==> config.mk <==
export PLATFORM = sky130hd
export DESIGN_NAME = pc_seq_ctrl
export DESIGN_NICKNAME = d
export VERILOG_FILES = /design/src/rtl/pc_seq_pkg.sv /design/src/rtl/pc_next_mux.sv /design/src/rtl/pc_seq_ctrl.sv
export SDC_FILE = /design/constraint.sdc
export NUM_CORES = 1
export LEC_CHECK = 0
export CORE_ASPECT_RATIO = 1.4
export CORE_MARGIN = 2
export CORE_UTILIZATION = 37
export CTS_CLUSTER_SIZE = 16
export DETAILED_ROUTE_END_ITERATION = 8
export PLACE_DENSITY = 0.83
export SYNTH_ARGS = -nofsm -noshare
export SYNTH_HDL_FRONTEND = slang
export SYNTH_SLANG_ARGS = --single-unit
==> constraint.sdc <==
create_clock -name clk -period 4.92 [get_ports clk]
set_clock_uncertainty 0.15 [all_clocks]
set_input_delay 0.984 -clock clk [delete_from_list [all_inputs] [get_ports clk]]
set_output_delay 0.984 -clock clk [all_outputs]
set_load 0.01 [all_outputs]
==> src/rtl/pc_seq_pkg.sv <==
// Shared types and default vectors for the PC sequencing controller.
package pc_seq_pkg;

    typedef enum logic [2:0] {
        IDLE  = 3'd0,
        FETCH = 3'd1,
        EXEC  = 3'd2,
        TRAP  = 3'd3,
        HALT  = 3'd4
    } state_t;

    typedef enum logic [1:0] {
        NONE   = 2'd0,
        EXC    = 2'd1,
        BUSERR = 2'd2,
        ADDR   = 2'd3
    } cause_t;

    localparam logic [31:0] DEF_RESET_VECTOR = 32'h0040_0000;
    localparam logic [31:0] DEF_TRAP_VECTOR  = 32'h8000_0180;
    localparam int          DEF_ACK_TIMEOUT  = 16;

endpackage

==> src/rtl/pc_next_mux.sv <==
// Next-PC selection: register jump, absolute jump, taken branch, or pc+4.
// All arithmetic wraps modulo 2^BIT_WIDTH.
module pc_next_mux #(
    parameter int BIT_WIDTH = 32
) (
    input  logic [BIT_WIDTH-1:0] pc_cur,
    input  logic                 is_jr,
    input  logic                 is_jump,
    input  logic                 is_branch,
    input  logic                 branch_cond,
    input  logic [BIT_WIDTH-1:0] jr_target,
    input  logic [15:0]          imm16,
    input  logic [25:0]          jtarget,
    output logic [BIT_WIDTH-1:0] pc_next
);

    logic [BIT_WIDTH-1:0] pc4;
    logic [BIT_WIDTH-1:0] br_off;

    assign pc4    = pc_cur + BIT_WIDTH'(4);
    assign br_off = {{(BIT_WIDTH-18){imm16[15]}}, imm16, 2'b00};

    // NOTE: every branch of this chain assigns pc_next; a missing else would infer a latch.
    always_comb begin
        if (is_jr)
            pc_next = jr_target;
        else if (is_jump)
            pc_next = {pc4[BIT_WIDTH-1:28], jtarget, 2'b00};
        else if (is_branch && branch_cond)
            pc_next = pc4 + br_off;
        else
            pc_next = pc4;
    end

endmodule

==> src/rtl/pc_seq_ctrl.sv <==
// PC sequencing controller: fetch handshake, next-PC write and halt.
// Trap support (EXC, fetch timeout, misaligned jr) exists only with PC_SEQ_TRAP_EN defined.
module pc_seq_ctrl
    import pc_seq_pkg::*;
#(
    parameter int                   BIT_WIDTH    = 32,
    parameter logic [BIT_WIDTH-1:0] RESET_VECTOR = BIT_WIDTH'(DEF_RESET_VECTOR),
    parameter logic [BIT_WIDTH-1:0] TRAP_VECTOR  = BIT_WIDTH'(DEF_TRAP_VECTOR),
    parameter int                   ACK_TIMEOUT  = DEF_ACK_TIMEOUT
) (
    input  logic                 clk,
    input  logic                 rst,
    input  logic [BIT_WIDTH-1:0] pc_cur,
    output logic [BIT_WIDTH-1:0] pc_next,
    output logic                 pc_en,
    output logic                 imem_req,
    input  logic                 imem_ack,
    input  logic                 is_branch,
    input  logic                 branch_cond,
    input  logic                 is_jump,
    input  logic                 is_jr,
    input  logic                 stall,
    input  logic                 halt_req,
    input  logic                 exc_req,
    input  logic [BIT_WIDTH-1:0] rs_data,
    input  logic [15:0]          imm16,
    input  logic [25:0]          jtarget,
    output logic [BIT_WIDTH-1:0] epc,
    output logic [1:0]           cause,
    output logic                 halted
);

    state_t               state;
    logic [BIT_WIDTH-1:0] jr_target;
    logic [BIT_WIDTH-1:0] mux_next;
    logic                 trap_go;
    logic                 exec_write;
    logic                 unused_ok;

`ifdef PC_SEQ_TRAP_EN
    localparam int               CNT_W    = (ACK_TIMEOUT > 1) ? $clog2(ACK_TIMEOUT) : 1;
    localparam logic [CNT_W-1:0] CNT_LAST = CNT_W'(ACK_TIMEOUT - 1);

    logic [CNT_W-1:0]     ack_wait;
    logic [BIT_WIDTH-1:0] epc_q;
    cause_t               cause_q;
    cause_t               trap_cause;
    logic                 jr_misaligned;

    assign jr_target     = rs_data;
    assign jr_misaligned = is_jr && (rs_data[1:0] != 2'b00);
    assign exec_write    = !exc_req && !stall && !halt_req && !jr_misaligned;
    assign epc           = epc_q;
    assign cause         = cause_q;
    assign unused_ok     = ^RESET_VECTOR;

    // Trap priority in EXEC: exc_req beats stall; misaligned jr only when the PC would be written.
    always_comb begin
        trap_go    = 1'b0;
        trap_cause = NONE;
        if (state == FETCH && !imem_ack && ack_wait == CNT_LAST) begin
            trap_go    = 1'b1;
            trap_cause = BUSERR;
        end else if (state == EXEC) begin
            if (exc_req) begin
                trap_go    = 1'b1;
                trap_cause = EXC;
            end else if (!stall && !halt_req && jr_misaligned) begin
                trap_go    = 1'b1;
                trap_cause = ADDR;
            end
        end
    end

    always_ff @(posedge clk) begin
        if (!rst) begin
            ack_wait <= '0;
            epc_q    <= '0;
            cause_q  <= NONE;
        end else begin
            if (state == FETCH && !imem_ack && !trap_go)
                ack_wait <= ack_wait + CNT_W'(1);
            else
                ack_wait <= '0;
            if (trap_go)
                cause_q <= trap_cause;
            if (state == TRAP)
                epc_q <= pc_cur;
        end
    end
`else
    // Without traps a misaligned jr target is silently word-aligned.
    assign jr_target  = {rs_data[BIT_WIDTH-1:2], 2'b00};
    assign trap_go    = 1'b0;
    assign exec_write = !stall && !halt_req;
    assign epc        = '0;
    assign cause      = 2'b00;
    assign unused_ok  = ^{RESET_VECTOR, exc_req, rs_data[1:0], 1'(ACK_TIMEOUT)};
`endif

    pc_next_mux #(.BIT_WIDTH(BIT_WIDTH)) u_mux (
        .pc_cur      (pc_cur),
        .is_jr       (is_jr),
        .is_jump     (is_jump),
        .is_branch   (is_branch),
        .branch_cond (branch_cond),
        .jr_target   (jr_target),
        .imm16       (imm16),
        .jtarget     (jtarget),
        .pc_next     (mux_next)
    );

    // Outputs are gated by rst so nothing is requested or written while reset is held.
    always_comb begin
        imem_req = 1'b0;
        pc_en    = 1'b0;
        pc_next  = mux_next;
        if (rst) begin
            case (state)
                FETCH: imem_req = 1'b1;
                EXEC:  pc_en    = exec_write;
                TRAP: begin
                    pc_en   = 1'b1;
                    pc_next = TRAP_VECTOR;
                end
                default: ;
            endcase
        end
    end

    // NOTE: sequential state uses non-blocking assignments so every flop samples pre-edge values.
    always_ff @(posedge clk) begin
        if (!rst) begin
            state  <= IDLE;
            halted <= 1'b0;
        end else begin
            case (state)
                IDLE:  state <= FETCH;
                FETCH: begin
                    if (imem_ack)
                        state <= EXEC;
                    else if (trap_go)
                        state <= TRAP;
                end
                EXEC: begin
                    if (trap_go)
                        state <= TRAP;
                    else if (stall)
                        state <= EXEC;
                    else if (halt_req) begin
                        state  <= HALT;
                        halted <= 1'b1;
                    end else
                        state <= FETCH;
                end
                TRAP:    state <= FETCH;
                HALT:    state <= HALT;
                default: state <= IDLE;
            endcase
        end
    end

endmodule

# After elaboration in Yosys (flattened, before gate mapping)
# Cells that the tools add are included.
# classes
bitwise_logic	1
n_eq_ne	5
addsub	2
n_mux	13
n_reduce_logical	7
# op_table
cell	n
2-to-1 mux 32 bit	5
adder 32 x 3 -> 32 bit (second input constant)	1
adder 32 bit	1
case mux 3 bit (4 select lines)	1
2-to-1 mux 3 bit	3
== test 3 x 2 -> 1 bit (second input constant)	2
== test 3 x 1 -> 1 bit (second input constant)	1
== test 3 bit (second input constant)	1
logical NOT 3 bit	1
2-to-1 mux 1 bit	3
AND reduction 3 bit	1
logical AND 1 bit	2
logical NOT 1 bit	2
inequality test 2 bit (second input constant)	1
case mux 1 bit (2 select lines)	1
OR reduction 2 bit	1
inverter 1 bit	1
# word_totals
in_bits	116
out_inout_bits	69
ff_bits	4

# Longest topological paths before layout
# logic_depth
ltp_word	7
ltp_mapped	18
ltp_nobuf	15

# Cells and area by module
# Synthesis repeated with hierarchy kept, for this count alone.
# unflattened
cells_unflattened	522
hier_area_um2	3723.6
# modules_own_cells
mod	area_each_um2	n_inst	cells_per_inst
pc_next_mux	2946.6	1	431
pc_seq_ctrl	777.0	1	91

# Worst setup path after synthesis
# No wires, ideal clock.
# synth_path
kind	input port to output port
startpoint	in pc_cur[13]
endpoint	out pc_next[27]
setup_slack_ps	-281
arrival_time_ps	4067
path_stages	14
path_cell_list	and4_1 > and4_4 > nand3_1 > or3_1 > xnor2_2 > ha_1 > a21oi_1 > o21ai_0 > or2_2 > o2111a_1 > o21ai_0 > o21ai_1 > a2111oi_2 > o21a_1
# synth_between
elab_chain_len	7
# synth_lines
item	line	rtl
start, declared	pc_seq_ctrl.sv:13	input logic [BIT_WIDTH-1:0] pc_cur,
adder 32 x 3 -> 32 bit *	pc_next_mux.sv:20	assign pc4 = pc_cur + BIT_WIDTH'(4);
adder 32 bit	pc_next_mux.sv:30	pc_next = pc4 + br_off;
2-to-1 mux 32 bit *	pc_next_mux.sv:29	else if (is_branch && branch_cond)
2-to-1 mux 32 bit *	pc_next_mux.sv:27	else if (is_jump)
2-to-1 mux 32 bit *	pc_next_mux.sv:25	if (is_jr)
2-to-1 mux 32 bit	pc_seq_ctrl.sv:119	case (state)
2-to-1 mux 32 bit *	pc_seq_ctrl.sv:118	if (rst) begin
end, declared	pc_seq_ctrl.sv:14	output logic [BIT_WIDTH-1:0] pc_next,
# Every way passes the cells marked *; elsewhere a longest branch is shown, timed or not.

# Worst setup path after layout
# layout_path
startpoint	in pc_cur[4]
endpoint	out pc_next[31]
# layout_between
elab_chain_len	7
# layout_lines
item	line
adder 32 x 3 -> 32 bit *	pc_next_mux.sv:20
adder 32 bit	pc_next_mux.sv:30
2-to-1 mux 32 bit	pc_next_mux.sv:29
2-to-1 mux 32 bit *	pc_next_mux.sv:27
2-to-1 mux 32 bit *	pc_next_mux.sv:25
2-to-1 mux 32 bit	pc_seq_ctrl.sv:119
2-to-1 mux 32 bit *	pc_seq_ctrl.sv:118
# Marked as above.

==> flow_summary.toml <==
[cells_and_area]
layout_commonest_cell = "buf_4"
fillCellCount = 615
final_cell_mix = "180 x buf_4, 99 x clkdlybuf4s50_1, 49 x nor2_1"
post-route-util = 0.770
final_layout_size_suffix_gt1_frac = 0.447
area_growth_pct = 105
fin_nets = 1004

[timing]
fin_crit_sh = 1.07
final.min_clock_period_ps = 5250
rsz0062_at_grt = "yes"
setup_viol = 14
slew_headroom = 0.505
hold_slack_ps = 391
max_freq_ghz = 0.191
slew_viol_final = 0
setup_tns_ps = -2670
setup_slack_ps = -328
worstMarginPinSlew_ps = 739
hold_viol = 0

[placed_design]
dp_hpwl_mm = 13.2
port_buffers = 147
routabilityCongestion = 0.983

[yosys]
synth_top_family_by_area = "compound AO/OA/AOI/OAI gates"
synth_area_um2 = 3540
synth_warnings = 0
ys.flop_type = "dfxtp_1"
synth-xor-area-share = 0.128
async_flop_share = 0
synth_compound_area_frac = 0.316
syn_avg_cell_area_um2 = 6.69
muxShareOfSynthArea = 0.00883
yosysSeqAreaShare = 0.0226
synth_adder_area_share = 0.136
ys_seq_elements = 4
synth_edf_count = 0
synth-simple-area-share = 0.273
synth.distinct_cells = 66
syn_inst = 529

[die]
die_h_um = 120
io_pins = 185
initial_core_util = 0.376
num_rows = 42
core-area_um2 = 9410
fp.dieW_um = 86.7
die_area_um2 = 10400

[detailed_routing]
viasPerCell = 5.91
dr.pass1.iters = 5
wire_per_inst_um = 20.0
wl_mm = 19.2
drcViolationCount = 0
num_vias = 5670
ant_nets = 0
drtIter0Drc = 337

[pwr]
power.density_nw_per_um2 = 137
switchingPower_uw = 422
vdd_drop_max_mv = 0.102
p_int_uw = 571
p_leak_uw = 0.00326
clkPwrFrac = 0.129
pwr-share-comb = 0.833
seqPwrFrac = 0.038
sw_frac_of_total = 0.425

[clock_network]
path_clk_slew_ps = 30
root_buffer = "clkbuf_16"
cts_tree = "done"
cts_buffer_depth = 2
clock_sinks = 4
cts_hold_buf = 0
cts-htree-levels = 1
clkLatencyLatePin_ps = 230
numCtsBuffers = 3

[setup_path]
startpoint = "pc_cur[4]"
rr_endpoint = "halted"
cp_data_arrival_time_ps = 4110
cp.required_ps = 3790
critPathMaxFanout = 7
crit_type = "in -> out"
r2r_slack_ps = 3540
ff2ff_path_depth = 3
end_kind = "output pin"
crit_end = "pc_next[31]"
r2r-start = "state[0]"
start_kind = "input port"

[global_routing]
grtUsageTotal = 0.317
grt_pass1_vias = 5554
antenna_found_initial = 1
grt_max_degree = 25
grt_pass1_wl_mm = 26.1
grt_overflow = 0

[worst_hold_path]
hp-class = "reg -> reg"
min_from = "halted"

[outcome]
status = "finished with violations"
violations = "negative setup slack"

[flow_run]
drv_cap = 0
## synth_stat cells, types with 2 or more instances
library cell  count  share of area
nand2_2           2         0.0035
nor2b_1          12          0.021
nand2b_1          5         0.0088
a22oi_1           4         0.0085
o21ai_0          26          0.037
a311oi_1          2         0.0049
or2_2             2         0.0035
nand4_1          15          0.027
inv_1            12          0.013
a2111oi_2         5          0.021
mux2i_1           2         0.0057
o41ai_1           2         0.0049
o211ai_1         10          0.021
a21boi_2          2         0.0064
a31o_2            3         0.0074
a32oi_1           2         0.0049
nand3_1          23          0.033
and2_1            4         0.0071
xnor2_1          31          0.077
and4_1            4         0.0099
xor2_1           17          0.042
o21ai_1           4         0.0057
o221ai_1          4         0.0099
nand2_1          56          0.059
nor3_1            6         0.0085
a31oi_1           7          0.012
a21oi_1          42          0.059
ha_1             37           0.13
a221oi_1          2         0.0049
o21a_1            4         0.0085
o22ai_1           7          0.012
nor2_1           54          0.057
dfxtp_1           4          0.023
buf_4            36          0.076
a211o_1           2         0.0049
o31ai_1           2         0.0042
and3_1            7          0.012
o21bai_1          4         0.0085
a211oi_1         12          0.025
xnor2_2           2         0.0092
clkbuf_1         19          0.020
a21o_1            9          0.019
## repair_timing
item	in CTS	in global routing
endpoints found under the setup margin	27	24
gates resized for setup	235	110
pin swaps	82	97
buffers inserted	26	23
## worst max-delay path, cell delays in order
cell,delay [ps]
buf_6,70
and4_4,300
and3b_2,230
buf_6,140
nand4_1,120
inv_2,120
buf_4,110
buf_4,90
buf_4,120
nand4_1,140
xnor2_2,210
ha_4,300
buf_4,110
nand2_1,80
buf_4,150
nor2_1,120
o21ai_0,120
a31oi_1,220
xnor2_1,160
o21ai_1,70
buf_2,150
## per-stage QoR
| stage | cell area, um^2 | worst slack, ps | instances | power [uW] |
|---|---|---|---|---|
| floorplan | 3720 | 11.5 | 562 | 365 |
| finish | 7240 | -328 | 959 | 993 |
| global placement | 6090 | -1170 | 911 | 681 |
| detailed placement | 6090 | -1300 | 911 | 694 |
| CTS | 6630 | -296 | 939 | 874 |
| global route | 7240 | -550 | 959 | 1040 |
## how the worst min path moves through the flow
| stage | end | slack, ps | cells after the start |
|---|---|---|---|
| 6_report | halted | 390 | 2 |
| 5_1_grt | state[2] | 420 | 2 |
| 4_1_cts | state[2] | 370 | 2 |
| 3_5_place_dp | halted | 340 | 2 |
| 3_3_place_gp | state[2] | 320 | 2 |
| 2_1_floorplan | state[2] | 310 | 2 |
## power groups by stage
stage / registers [uW] / clock network [uW] / logic [uW]
5_1_grt: 37.9 / 132 / 870
2_1_floorplan: 36.3 / 0 / 329
3_3_place_gp: 37.4 / 0 / 643
3_5_place_dp: 37.8 / 0 / 656
6_report: 37.5 / 128 / 828
4_1_cts: 37.3 / 128 / 709
## cell type report
type	count	area [um^2]	area share
well taps	110	138	0.0190
flip-flops and latches	4	80.1	0.0111
inverters	13	48.8	0.00674
diodes	1	2.50	0.000345
repair buffers	340	2860	0.395
multi-input cells	488	4040	0.558
clock buffers	3	75.1	0.0104
## layer usage
layer / global-route usage / wire [um]
met5: 0 / 0
met1: 0.305 / 6220
met2: 0.614 / 9880
met3: 0.0385 / 1330
met4: 0.192 / 1750
## state kept, by name, indices dropped and copies added, names as in the netlist
signal,cells
state,3
halted,1
## kinds of logic after synthesis
kind of cell               count (synthesis)
muxes                                      3
AOI/OAI and AO/OA                        164
adders and majority gates                 38
and+or+nand+nor                          199
xor gates and xnor gates                  50
buffers and inverters                     70
DFF                                        4
other                                      1
Note: power is estimated with default switching activity, not from simulation.
